### src/rtl/vga_timing_reducer.sv
// vga_timing_reducer
//   Parametrised VGA timing generator with a registered colour output stage.
//   The counter stage (hc, vc, display_en, frame_start) is built from the counter
//   registers. The output stage (ro/go/bo, hsync, vsync) is registered one clock
//   later, so colour and syncs for a given (hc,vc) leave the block together.
//   Optional feature macro: VGA_REDUCER_DITHER_EN
//     defined   -> 2x2 ordered dither, then reduction from IW to OW bits
//     undefined -> plain truncation to the top OW bits, no adder logic
module vga_timing_reducer #(
    parameter int HACTIVE = 640,
    parameter int HFP     = 16,
    parameter int HSW     = 96,
    parameter int HBP     = 48,
    parameter int VACTIVE = 480,
    parameter int VFP     = 10,
    parameter int VSW     = 2,
    parameter int VBP     = 33,
    parameter int HPOL    = 0,
    parameter int VPOL    = 0,
    parameter int IW      = 6,
    parameter int OW      = 3
) (
    input  logic          clk,
    input  logic          rst_n,
    input  logic [IW-1:0] r_in,
    input  logic [IW-1:0] g_in,
    input  logic [IW-1:0] b_in,
    output logic [10:0]   hc,
    output logic [10:0]   vc,
    output logic          display_en,
    output logic          frame_start,
    output logic [OW-1:0] ro,
    output logic [OW-1:0] go,
    output logic [OW-1:0] bo,
    output logic          hsync,
    output logic          vsync
);

    // ------------------------------------------------------------------
    // Derived timing constants (counters are fixed at 11 bits)
    // ------------------------------------------------------------------
    localparam int HTOTAL = HACTIVE + HFP + HSW + HBP;
    localparam int VTOTAL = VACTIVE + VFP + VSW + VBP;
    localparam int D      = IW - OW;

    localparam logic [10:0] H_LAST   = 11'(HTOTAL - 1);
    localparam logic [10:0] V_LAST   = 11'(VTOTAL - 1);
    localparam logic [10:0] H_ACT    = 11'(HACTIVE);
    localparam logic [10:0] V_ACT    = 11'(VACTIVE);
    localparam logic [10:0] HS_BEG   = 11'(HACTIVE + HFP);
    localparam logic [10:0] HS_END   = 11'(HACTIVE + HFP + HSW - 1);
    localparam logic [10:0] VS_BEG   = 11'(VACTIVE + VFP);
    localparam logic [10:0] VS_END   = 11'(VACTIVE + VFP + VSW - 1);

    // Active sync levels; the idle level is the complement
    localparam logic HS_ON = (HPOL != 0) ? 1'b1 : 1'b0;
    localparam logic VS_ON = (VPOL != 0) ? 1'b1 : 1'b0;

`ifdef VGA_REDUCER_DITHER_EN
    // Threshold scaling: m<<(D-2) for D>=2, otherwise m>>(2-D)
    localparam int DSHL = (D >= 2) ? (D - 2) : 0;
    localparam int DSHR = (D >= 2) ? 0 : (2 - D);

    // 2x2 ordered-dither matrix indexed by {vc[0], hc[0]}
    function automatic logic [1:0] dither_m(input logic v0, input logic h0);
        case ({v0, h0})
            2'b00:   dither_m = 2'd0;
            2'b01:   dither_m = 2'd2;
            2'b10:   dither_m = 2'd3;
            2'b11:   dither_m = 2'd1;
            default: dither_m = 2'd0;
        endcase
    endfunction

    // Add the scaled threshold at IW+1 bits, saturate on carry, keep the top OW bits
    function automatic logic [OW-1:0] reduce_ch(input logic [IW-1:0] px, input logic [1:0] m);
        logic [IW:0] thr;
        logic [IW:0] sum;
        thr = (IW+1)'(m);
        thr = (thr << DSHL) >> DSHR;
        sum = {1'b0, px} + thr;
        if (sum[IW]) begin
            reduce_ch = {OW{1'b1}};
        end else begin
            reduce_ch = sum[IW-1:D];
        end
    endfunction
`else
    // Plain truncation: keep the most significant OW bits of the channel
    function automatic logic [OW-1:0] reduce_ch(input logic [IW-1:0] px);
        reduce_ch = px[IW-1 -: OW];
    endfunction
`endif

    // ------------------------------------------------------------------
    // Counter stage
    // ------------------------------------------------------------------
    logic [10:0] hc_q;
    logic [10:0] hc_d;
    logic [10:0] vc_q;
    logic [10:0] vc_d;
    logic        h_wrap_s;
    logic        display_en_s;
    logic        frame_start_s;

    // Next-state for the pixel and line counters; vc only moves when hc wraps
    always_comb begin
        h_wrap_s = (hc_q == H_LAST);
        hc_d     = hc_q;
        vc_d     = vc_q;
        if (h_wrap_s) begin
            hc_d = 11'd0;
            if (vc_q == V_LAST) begin
                vc_d = 11'd0;
            end else begin
                vc_d = vc_q + 11'd1;
            end
        end else begin
            hc_d = hc_q + 11'd1;
        end
    end

    // Counter registers; reset parks the raster at the top-left pixel
    always_ff @(posedge clk or negedge rst_n) begin
        if (!rst_n) begin
            hc_q <= 11'd0;
            vc_q <= 11'd0;
        end else begin
            hc_q <= hc_d;
            vc_q <= vc_d;
        end
    end

    assign display_en_s  = (hc_q < H_ACT) && (vc_q < V_ACT);
    assign frame_start_s = (hc_q == 11'd0) && (vc_q == 11'd0);

    // ------------------------------------------------------------------
    // Output stage: colour and sync decode for the pixel at (hc_q, vc_q)
    // ------------------------------------------------------------------
    logic [OW-1:0] ro_q;
    logic [OW-1:0] ro_d;
    logic [OW-1:0] go_q;
    logic [OW-1:0] go_d;
    logic [OW-1:0] bo_q;
    logic [OW-1:0] bo_d;
    logic          hsync_q;
    logic          hsync_d;
    logic          vsync_q;
    logic          vsync_d;

`ifdef VGA_REDUCER_DITHER_EN
    logic [1:0] dm_s;
    assign dm_s = dither_m(vc_q[0], hc_q[0]);
`else
    // Low-order colour bits are discarded by truncation
    if (D > 0) begin : g_drop
        logic unused_low_s;
        assign unused_low_s = ^{r_in[D-1:0], g_in[D-1:0], b_in[D-1:0]};
    end
`endif

    // Sync decode for the current counter position
    always_comb begin
        if ((hc_q >= HS_BEG) && (hc_q <= HS_END)) begin
            hsync_d = HS_ON;
        end else begin
            hsync_d = ~HS_ON;
        end
        if ((vc_q >= VS_BEG) && (vc_q <= VS_END)) begin
            vsync_d = VS_ON;
        end else begin
            vsync_d = ~VS_ON;
        end
    end

    // Colour reduction with blanking outside the active area
    always_comb begin
        ro_d = {OW{1'b0}};
        go_d = {OW{1'b0}};
        bo_d = {OW{1'b0}};
        if (display_en_s) begin
`ifdef VGA_REDUCER_DITHER_EN
            ro_d = reduce_ch(r_in, dm_s);
            go_d = reduce_ch(g_in, dm_s);
            bo_d = reduce_ch(b_in, dm_s);
`else
            ro_d = reduce_ch(r_in);
            go_d = reduce_ch(g_in);
            bo_d = reduce_ch(b_in);
`endif
        end else begin
            ro_d = {OW{1'b0}};
            go_d = {OW{1'b0}};
            bo_d = {OW{1'b0}};
        end
    end

    // Output registers; reset blacks the colour and idles both syncs at once
    always_ff @(posedge clk or negedge rst_n) begin
        if (!rst_n) begin
            ro_q    <= {OW{1'b0}};
            go_q    <= {OW{1'b0}};
            bo_q    <= {OW{1'b0}};
            hsync_q <= ~HS_ON;
            vsync_q <= ~VS_ON;
        end else begin
            ro_q    <= ro_d;
            go_q    <= go_d;
            bo_q    <= bo_d;
            hsync_q <= hsync_d;
            vsync_q <= vsync_d;
        end
    end

    assign hc          = hc_q;
    assign vc          = vc_q;
    assign display_en  = display_en_s;
    assign frame_start = frame_start_s;
    assign ro          = ro_q;
    assign go          = go_q;
    assign bo          = bo_q;
    assign hsync       = hsync_q;
    assign vsync       = vsync_q;

endmodule

### config.mk
export PLATFORM = sky130hd
export DESIGN_NAME = vga_timing_reducer
export DESIGN_NICKNAME = d
export VERILOG_FILES = /design/src/rtl/vga_timing_reducer.sv
export SDC_FILE = /design/constraint.sdc
export NUM_CORES = 1
export LEC_CHECK = 0
export BUFFER_PORTS_ARGS = -buffer_cell sky130_fd_sc_hd__buf_2
export CORE_MARGIN = 2
export CORE_UTILIZATION = 49
export CTS_CLUSTER_SIZE = 25
export DETAILED_ROUTE_END_ITERATION = 12
export PLACE_DENSITY_LB_ADDON = 0.3
export RECOVER_POWER = 50
export SLEW_MARGIN = 20
export SYNTH_ARGS = -nofsm -noshare
export SYNTH_HDL_FRONTEND = slang
export SYNTH_SLANG_ARGS = --single-unit
### constraint.sdc
create_clock -name clk -period 2.12 [get_ports clk]
set_clock_uncertainty 0.05 [all_clocks]
set_input_delay 0.424 -clock clk [delete_from_list [all_inputs] [get_ports clk]]
set_output_delay 0.424 -clock clk [all_outputs]
set_load 0.05 [all_outputs]
==> impl_metrics.env, run 1 <==
export IMPL_grt_first_pass_wirelength_mm=5.77
export IMPL_violations="max-capacitance violations, max-slew violations, negative setup slack"
export IMPL_mostFrequentLayoutCells="37 x buf_2, 28 x dfrtp_1, 12 x buf_4, 10 x nand3_1, 10 x xor2_1"
export IMPL_antenna_cells=0
export IMPL_fp_row_count=20
export IMPL_ys_seq_elements=33
export IMPL_syn_to_final_growth_pct=28.9
export IMPL_slowest_delay_ns=0.44
export IMPL_cts_tree="yes"
export IMPL_yosys_area_share_xor_xnor=0.0659
export IMPL_drv_cap=1
export IMPL_ys_flop_type="dfrtp_1"
export IMPL_synth_cell_types=36
export IMPL_clk_pin_slew_ns=0.11
export IMPL_core_area_sq_mm=0.00308
export IMPL_status="finished with violations"
export IMPL_first_global_vias=1241
export IMPL_tightest_slew_ns=1.67
export IMPL_ff_latch_area_sq_um=832
export IMPL_endpoint_kind="primary output"
export IMPL_p_sw_frac=0.228
export IMPL_nFillCells=268
export IMPL_crit_buf_inv=1
export IMPL_clock_path_buffers=2
export IMPL_wl_per_cell_um=13.6
export IMPL_relSlewSlack=-0.114
export IMPL_path_max_fanout=2
export IMPL_p_switching_mw=0.276
export IMPL_wl_mm=3.45
export IMPL_ys_seq_area_frac=0.520
export IMPL_synth_compound_area_frac=0.0581
export IMPL_drv_slew=34
export IMPL_r2r_start="hc[0]$_DFF_PN0_"
export IMPL_vias=1349
export IMPL_cp_top_family="simple AND/OR/NAND/NOR gates"
export IMPL_seqPwrFrac=0.530
export IMPL_critPathRequiredTime_ns=1.65
export IMPL_setup_viol=1
export IMPL_finalHoldViolCount=0
export IMPL_multi_input_area_sq_um=739
export IMPL_drc=0
export IMPL_worstHoldStart="r_in[3]"
export IMPL_fin_ws_ns=-0.232
export IMPL_rsz0062_at_grt="yes"
export IMPL_cts_sink_count=33
export IMPL_dpl_cell_area_sq_mm=0.00196
export IMPL_grt_usage=0.217
export IMPL_p_clk_frac=0.417
export IMPL_initial_core_util=0.518
export IMPL_synthCells=149
export IMPL_die_h_um=61.0
export IMPL_crit_type="reg2out"
export IMPL_final_cells=254
export IMPL_synth_warnings=0
export IMPL_fin_util=0.667
export IMPL_period_needed_ns=2.35
export IMPL_globalRoute_totalOverflow=0
export IMPL_ir_drop_uv=408
export IMPL_intPower_mw=0.932
export IMPL_comb_power_share=0.053
export IMPL_ioPinCount=55
export IMPL_netlist_area_sq_mm=0.00159
export IMPL_drive_above_1_share=0.348
export IMPL_port_buffers=45
export IMPL_final_cell_area_sq_mm=0.00205
export IMPL_max_freq_ghz=0.425
export IMPL_cp_slowest_cell="or4_4"
export IMPL_cts_buffers=5
export IMPL_yosys_area_share_simple=0.295
export IMPL_final_nets=233
export IMPL_syn_avg_cell_area_sq_um=10.7
export IMPL_syn_num_nets=173
export IMPL_htree_num_levels=2
export IMPL_dp_cells=246
export IMPL_clk_latency_ns=0.34
export IMPL_hold_path_class="in2reg"
export IMPL_vias_per_cell=5.31
export IMPL_dp_hpwl_mm=2.58
export IMPL_worstPathCellList="or3_1 > or4_4 > nor3_4 > buf_6"
export IMPL_firstDrtPassIters=4
export IMPL_grt_max_degree=34
export IMPL_cp_start_kind="flip-flop"
export IMPL_post_route_period_util=1.11
export IMPL_die_w_um=61.0
export IMPL_p_leak_nw=1.02
export IMPL_synth_top_family_by_area="simple AND/OR/NAND/NOR gates"
export IMPL_die_area_sq_mm=0.00373
export IMPL_synthAdderAreaFrac=0.0314
export IMPL_muxShareOfSynthArea=0
export IMPL_cts_root_buf="clkbuf_4"
export IMPL_arrival_ns=1.88
export IMPL_routabilityCongestion=0.907
export IMPL_drt_iter0_drc=38
export IMPL_power_density_mw_per_mm2=588
export IMPL_antenna_found_initial=0
export IMPL_crit_path_start="vc[9]$_DFFE_PN0N_"
export IMPL_antenna_left=0
export IMPL_hold_buffers=0
export IMPL_synthArstFlopShare=1.00
export IMPL_synth_edf_count=0
export IMPL_layout_commonest_cell="buf_2"
==> power groups by stage <==
stage / registers (mW) / clock network [mW] / logic [mW]
global placement: 0.652 / 0 / 0.0669
global route: 0.641 / 0.546 / 0.0699
detailed placement: 0.652 / 0 / 0.0685
finish: 0.640 / 0.503 / 0.0643
floorplan: 0.684 / 0 / 0.00547
CTS: 0.640 / 0.506 / 0.0683
==> worst paths after layout <==
path,endpoint,slack (ns),cells past startpoint
worst max-delay path,frame_start,-0.23,4
worst min-delay path,ro[0]$_DFF_PN0_,0.23,2
worst max register to register,vc[10]$_DFFE_PN0N_,0.30,5
worst min register to register,hc[0]$_DFF_PN0_,0.46,1
max in group asynchronous,vc[2]$_DFFE_PN0N_,0.50,1
min in group asynchronous,vc[7]$_DFFE_PN0N_,0.45,1
==> flip-flops by register name, indices dropped and copies added (netlist names) <==
signal,flops
vc,11
hsync,1
bo,3
hc,11
ro,3
vsync,1
go,3
==> through the flow <==
stage	TNS, ns	power (mW)	worst slack, ns	hold WS, ns
2_1_floorplan	-0.199	0.690	-0.199	0.0784
3_3_place_gp	-0.00605	0.719	-0.00605	0.453
3_5_place_dp	-0.00307	0.720	-0.00307	0.454
4_1_cts	-0.240	1.21	-0.240	0.0878
5_1_grt	-0.306	1.26	-0.306	0.200
6_report	-0.232	1.21	-0.232	0.225
==> timing repair <==
action / 4_1_cts / 5_1_grt
endpoints found under the hold margin: 0 / 0
pin swaps: 1 / 0
gates resized for setup: 2 / 2
setup buffers: 0 / 0
gates cloned: 0 / 0
endpoints found under the setup margin: 1 / 2
==> synthesized netlist by cell type, types with 2 or more instances <==
library cell  instances  share of area
dfrtp_1              31           0.49
and2_1               10          0.039
nand3_1              10          0.031
xor2_1               10          0.055
nand2_1               9          0.021
o21ai_0               9          0.028
nor2_1                7          0.016
nand4_1               6          0.024
inv_1                 5          0.012
nor4_1                5          0.020
and3_1                4          0.016
ha_1                  4          0.031
nor3_1                4          0.013
a21oi_1               3         0.0094
and4_1                3          0.016
or3_1                 3          0.012
a21o_1                2         0.0094
buf_2                 2         0.0063
clkbuf_1              2         0.0047
dfstp_2               2          0.033
or4_1                 2         0.0094
xnor2_1               2          0.011
==> per-layer routing <==
layer / share of wire / track usage
met1: 0.42 / 0.286
met2: 0.49 / 0.334
met3: 0.076 / 0.0840
met4: 0.012 / 0.0652
met5: 0 / 0
==> cells by family after synthesis <==
| group | after synthesis |
|---|---|
| adder cells (fa/ha/maj) | 4 |
| buffers and inverters | 10 |
| XOR/XNOR | 12 |
| AND/OR/NAND/NOR | 74 |
| AO/OA/AOI/OAI | 16 |
| flip-flops | 33 |
==> worst reg2reg max path, cell delays in order (launching register included) <==
cell	delay (ns)
dfrtp_1	0.42
ha_1	0.24
and4_1	0.33
nand3_4	0.17
nor4_4	0.33
xor2_1	0.19
==> final cells by class <==
type                    instances  area share
clock buffers                   6      0.0250
clock inverters                 2      0.0183
inverters                       5     0.00914
multi-input cells             106       0.360
flip-flops and latches         33       0.405
well taps                      44      0.0268
repair buffers                 58       0.156
No activity file was read; power rests on OpenSTA's default activity.
==> run 2, diff against run 1 <==
==> constraint.sdc (replaced) <==
create_clock -name clk -period 2.12 [get_ports clk]
set_clock_uncertainty 0.05 [all_clocks]
set_input_delay 0.424 -clock clk [delete_from_list [all_inputs] [get_ports clk]]
set_output_delay 0.424 -clock clk [all_outputs]
set_load 0.1 [all_outputs]
==> run 2 against run 1 <==
Compared with the run above:
- the flow still finishes with violations (max-capacitance violations, max-slew violations, negative setup slack)
- via count down 0.67%
- maximum frequency down 3.1%
- non-clock buffer count down 6
- setup slack worse by 0.074 ns
- clock-buffer cell count down 1
- first-iteration DRC count up 21%
- hold slack better by 0.0041 ns
- largest cell class unchanged
- highest routed layer unchanged
==> impl_metrics.env, run 2 (synthesis results as in run 1) <==
export IMPL_p_leak_nw=0.967
export IMPL_vias_per_cell=5.40
export IMPL_cp_start_kind="flip-flop"
export IMPL_cts_root_buf="clkbuf_4"
export IMPL_critPathRequiredTime_ns=1.65
export IMPL_fin_ws_ns=-0.306
export IMPL_status="finished with violations"
export IMPL_grt_usage=0.206
export IMPL_grt_use_met2=0.331
export IMPL_clk_latency_ns=0.34
export IMPL_seqPwrFrac=0.580
export IMPL_wl_mm=3.49
export IMPL_first_global_vias=1256
export IMPL_antenna_left=0
export IMPL_grt_max_degree=34
export IMPL_path_max_fanout=2
export IMPL_hold_path_class="in2reg"
export IMPL_finalHoldViolCount=0
export IMPL_cts_tree="yes"
export IMPL_core_area_sq_mm=0.00308
export IMPL_gr_usage_met3=0.0819
export IMPL_final_nets=227
export IMPL_layout_commonest_cell="buf_2"
export IMPL_rsz0062_at_grt="yes"
export IMPL_cts_sink_count=33
export IMPL_grt_util_met1=0.252
export IMPL_r2r_start="hc[0]$_DFF_PN0_"
export IMPL_ioPinCount=55
export IMPL_arrival_ns=1.95
export IMPL_relSlewSlack=-0.150
export IMPL_ir_drop_uv=570
export IMPL_cp_slowest_cell="dfrtp_4"
export IMPL_clk_pin_slew_ns=0.11
export IMPL_fp_row_count=20
export IMPL_drive_above_1_share=0.426
export IMPL_globalRoute_totalOverflow=0
export IMPL_port_buffers=45
export IMPL_syn_to_final_growth_pct=27.1
export IMPL_p_sw_frac=0.291
export IMPL_crit_buf_inv=1
export IMPL_grt_first_pass_wirelength_mm=5.49
export IMPL_dp_cells=240
export IMPL_comb_power_share=0.091
export IMPL_endpoint_kind="primary output"
export IMPL_post_route_period_util=1.14
export IMPL_clock_path_buffers=2
export IMPL_crit_type="reg2out"
export IMPL_tightest_slew_ns=1.72
export IMPL_violations="max-capacitance violations, max-slew violations, negative setup slack"
export IMPL_worstHoldStart="r_in[5]"
export IMPL_antenna_found_initial=0
export IMPL_cts_buffers=5
export IMPL_antenna_cells=0
export IMPL_intPower_mw=0.781
export IMPL_die_w_um=61.0
export IMPL_final_cells=248
export IMPL_busiest_layer="met2"
export IMPL_p_clk_frac=0.329
export IMPL_max_freq_ghz=0.412
export IMPL_drc=0
export IMPL_die_area_sq_mm=0.00373
export IMPL_initial_core_util=0.518
export IMPL_htree_num_levels=2
export IMPL_crit_path_start="vc[9]$_DFFE_PN0N_"
export IMPL_drv_cap=1
export IMPL_hold_buffers=0
export IMPL_routabilityCongestion=0.859
export IMPL_p_switching_mw=0.321
export IMPL_dpl_cell_area_sq_mm=0.00197
export IMPL_setup_viol=1
export IMPL_worstPathCellList="or3_4 > or4_4 > nor3_4 > buf_12"
export IMPL_wl_per_cell_um=14.1
export IMPL_cp_top_family="simple AND/OR/NAND/NOR gates"
export IMPL_period_needed_ns=2.43
export IMPL_drv_slew=34
export IMPL_drt_iter0_drc=46
export IMPL_firstDrtPassIters=4
export IMPL_slowest_delay_ns=0.49
export IMPL_final_cell_area_sq_mm=0.00203
export IMPL_die_h_um=61.0
export IMPL_mostFrequentLayoutCells="42 x buf_2, 16 x dfrtp_2, 14 x dfrtp_1, 11 x nand3_1, 10 x xor2_1"
export IMPL_power_density_mw_per_mm2=544
export IMPL_vias=1340
export IMPL_post_place_ws_ns=-0.0524
export IMPL_dp_hpwl_mm=2.61
[run 2: changes by cell type in the layout (fill, tap and decap cells not counted), sizes merged]
cell and delta:
clkbuf -7, clkinvlp +2, bufinv -1
[run 2: timing repair]
| action | 4_1_cts | 5_1_grt |
|---|---|---|
| buffers inserted | 0 | 0 |
| resized for setup | 0 | 5 |
| endpoints found under the setup margin | 1 | 2 |
| pin swaps | 2 | 0 |
| cloned | 0 | 0 |
| hold endpoints to repair | 0 | 0 |
[run 2: worst register-to-register path: cells and delay by family, from the launching register on]
| kind | cells | cell delay (ns) |
|---|---|---|
| DFF | 1 | 0.42 |
| xor gates and xnor gates | 1 | 0.20 |
| adders and majority gates | 1 | 0.24 |
| and+or+nand+nor | 3 | 1.04 |
[run 2: worst paths after layout]
| kind | to | slack, ns | cells past startpoint |
|---|---|---|---|
| max | frame_start | -0.31 | 4 |
| min | ro[2]$_DFF_PN0_ | 0.23 | 2 |
| max reg2reg | vc[10]$_DFFE_PN0N_ | 0.08 | 5 |
| min reg2reg | hc[0]$_DFF_PN0_ | 0.45 | 1 |
| max in group asynchronous | vc[9]$_DFFE_PN0N_ | 0.34 | 1 |
| min in group asynchronous | vc[5]$_DFFE_PN0N_ | 0.47 | 1 |
[run 2: layout make-up]
type,instances,area [sq um]
Clock buffer,5,37.5
Sequential cell,33,852
Timing Repair Buffer,52,303
Clock inverter,3,22.5
Inverter,5,18.8
Multi-Input combinational cell,106,737
Tap cell,44,55.1
Fill cell,266,1050
[run 2: per-stage QoR]
step,util,hold slack [ns],setup TNS (ns),power (mW)
after floorplan,-,0.0784,-0.637,0.723
after global placement,0.639,0.424,-0.0472,0.753
after detailed placement,0.639,0.429,-0.0524,0.754
after CTS,0.659,0.0916,-0.304,1.11
after global routing,0.658,0.218,-0.786,1.14
final,0.658,0.229,-0.306,1.10
[run 2: power groups by stage]
stage	Combinational [mW]	Clock [mW]	Sequential [mW]
floorplan	0.00547	0	0.718
global placement	0.101	0	0.652
detailed placement	0.103	0	0.652
CTS	0.103	0.367	0.640
global route	0.106	0.396	0.640
finish	0.100	0.362	0.639
[run 2: per-layer routing]
layer	vias up	wire length (um)	part of all wire
met5	-	0	0
met4	0	19	0.0054
met3	2	203	0.058
li1	638	-	-
met2	40	1740	0.50
met1	660	1530	0.44
==> run 3, diff against run 2 <==
==> constraint.sdc (replaced) <==
create_clock -name clk -period 2.3 [get_ports clk]
set_clock_uncertainty 0.05 [all_clocks]
set_input_delay 0.46 -clock clk [delete_from_list [all_inputs] [get_ports clk]]
set_output_delay 0.46 -clock clk [all_outputs]
set_load 0.1 [all_outputs]
==> run 3 against run 2 <==
Compared with the run above:
- the flow still finishes with violations (max-capacitance violations, max-slew violations, negative setup slack)
- sequential cell count unchanged
- wire length down 0.20%
- setup slack gained 0.075 ns
- critical path depth is the same
- global-route usage is 1.1 points higher
==> impl_metrics.env, run 3 (synthesis results as in run 1) <==
export IMPL_cts_sink_count=33
export IMPL_cp_slowest_cell="dfrtp_4"
export IMPL_htree_num_levels=2
export IMPL_intPower_mw=0.779
export IMPL_globalRoute_totalOverflow=0
export IMPL_worstPathCellList="or3_4 > or4_4 > nor3_4 > buf_12"
export IMPL_port_buffers=45
export IMPL_syn_to_final_growth_pct=26.1
export IMPL_ff_latch_area_sq_um=845
export IMPL_ff2ff_path_depth=5
export IMPL_antenna_left=0
export IMPL_die_area_sq_mm=0.00373
export IMPL_endpoint_kind="primary output"
export IMPL_cts_buffers=5
export IMPL_seqPwrFrac=0.561
export IMPL_cp_start_kind="flip-flop"
export IMPL_finalHoldViolCount=0
export IMPL_p_clk_frac=0.351
export IMPL_drive_above_1_share=0.384
export IMPL_wl_per_cell_um=14.1
export IMPL_clk_latency_ns=0.34
export IMPL_cts_setup_buffers=0
export IMPL_rsz0062_at_grt="yes"
export IMPL_drt_iter0_drc=31
export IMPL_fin_tns_setup_ns=-0.232
export IMPL_grt_max_degree=34
export IMPL_p_switching_mw=0.271
export IMPL_fin_util=0.653
export IMPL_dp_hpwl_mm=2.54
export IMPL_dpl_cell_area_sq_mm=0.00194
export IMPL_initial_core_util=0.518
export IMPL_p_leak_nw=0.984
export IMPL_grt_usage=0.217
export IMPL_ioPinCount=55
export IMPL_comb_power_share=0.088
export IMPL_hold_path_class="in2reg"
export IMPL_r2r_start="hc[0]$_DFF_PN0_"
export IMPL_wl_mm=3.48
export IMPL_r2r_setup_slack_ns=0.47
export IMPL_fp_row_count=20
export IMPL_vias_per_cell=5.48
export IMPL_relSlewSlack=-0.143
export IMPL_violations="max-capacitance violations, max-slew violations, negative setup slack"
export IMPL_r2r_end="vc[9]$_DFFE_PN0N_"
export IMPL_final_nets=226
export IMPL_ir_drop_uv=517
export IMPL_holdPathEnd="go[1]$_DFF_PN0_"
export IMPL_nFillCells=270
export IMPL_drv_slew=34
export IMPL_firstDrtPassIters=4
export IMPL_drc=0
export IMPL_setup_viol=1
export IMPL_holdPathStages=2
export IMPL_layout_commonest_cell="buf_2"
export IMPL_antenna_found_initial=0
export IMPL_clk_pin_slew_ns=0.11
export IMPL_slowest_delay_ns=0.49
export IMPL_crit_buf_inv=1
export IMPL_die_h_um=61.0
export IMPL_drv_cap=1
export IMPL_period_needed_ns=2.53
export IMPL_antenna_cells=0
export IMPL_grt_first_pass_wirelength_mm=5.91
export IMPL_clock_path_buffers=2
export IMPL_die_w_um=61.0
export IMPL_final_cell_area_sq_mm=0.00201
export IMPL_core_area_sq_mm=0.00308
export IMPL_cts_root_buf="clkbuf_4"
export IMPL_max_freq_ghz=0.395
export IMPL_cp_top_family="simple AND/OR/NAND/NOR gates"
export IMPL_first_global_vias=1344
export IMPL_multi_input_area_sq_um=738
export IMPL_crit_type="reg2out"
export IMPL_status="finished with violations"
export IMPL_arrival_ns=2.02
export IMPL_routabilityCongestion=0.894
export IMPL_mostFrequentLayoutCells="42 x buf_2, 20 x dfrtp_1, 10 x nand3_1, 10 x xor2_1, 10 x dfrtp_2"
export IMPL_post_route_period_util=1.10
export IMPL_path_max_fanout=2
export IMPL_power_density_mw_per_mm2=523
export IMPL_fin_ws_ns=-0.232
export IMPL_tightest_slew_ns=1.71
export IMPL_critPathRequiredTime_ns=1.79
export IMPL_cts_tree="yes"
export IMPL_p_sw_frac=0.258
export IMPL_worstHoldStart="g_in[4]"
export IMPL_vias=1354
[run 3: cell types whose count changed in the layout (fill, tap and decap cells not counted), moves of 2 or more]
cell        before  now
dfrtp_1         14   20
dfrtp_2         16   10
clkinvlp_4       3    0
clkbuf_8         0    2
[run 3: worst max path at each step]
stage,end,depth (start not counted),start,slack (ns)
4_1_cts,frame_start,4,vc[9]$_DFFE_PN0N_,-0.23
3_3_place_gp,frame_start,4,vc[9]$_DFFE_PN0N_,0.09
3_5_place_dp,frame_start,4,vc[9]$_DFFE_PN0N_,0.08
5_1_grt,frame_start,4,vc[9]$_DFFE_PN0N_,-0.28
6_report,frame_start,4,vc[9]$_DFFE_PN0N_,-0.23
2_1_floorplan,frame_start,3,vc[9]$_DFFE_PN0N_,-0.49
[run 3: layer usage]
metal / global-route usage / part of all wire
met5: 0 / 0
met2: 0.348 / 0.48
met3: 0.0588 / 0.063
met4: 0.121 / 0.031
met1: 0.265 / 0.43
[run 3: stage by stage]
step	instances	hold slack (ns)	setup WS [ns]	total power, mW
2_1_floorplan	149	0.114	-0.493	0.667
3_3_place_gp	239	0.425	0.0875	0.694
3_5_place_dp	239	0.436	0.0787	0.695
4_1_cts	247	0.135	-0.233	1.06
5_1_grt	247	0.258	-0.280	1.09
6_report	247	0.280	-0.232	1.05
[run 3: timing repair]
action	4_1_cts	5_1_grt
hold buffers	0	0
pin swaps	1	0
setup endpoints to repair	2	1
cloned	0	0
resized for setup	2	0
[run 3: power groups by stage]
stage	logic [mW]	clock network, mW	registers [mW]
3_5_place_dp	0.0944	0	0.601
5_1_grt	0.0972	0.403	0.591
4_1_cts	0.0943	0.381	0.590
6_report	0.0921	0.368	0.590
2_1_floorplan	0.00504	0	0.662
3_3_place_gp	0.0932	0	0.601
[run 3: cell type report]
type | instances | area share
sequential | 33 | 0.420
multi-input combinational | 106 | 0.367
timing repair buffer | 51 | 0.141
clock buffer | 7 | 0.0324
tap | 44 | 0.0274
inverter | 5 | 0.00934
clock inverter | 1 | 0.00249
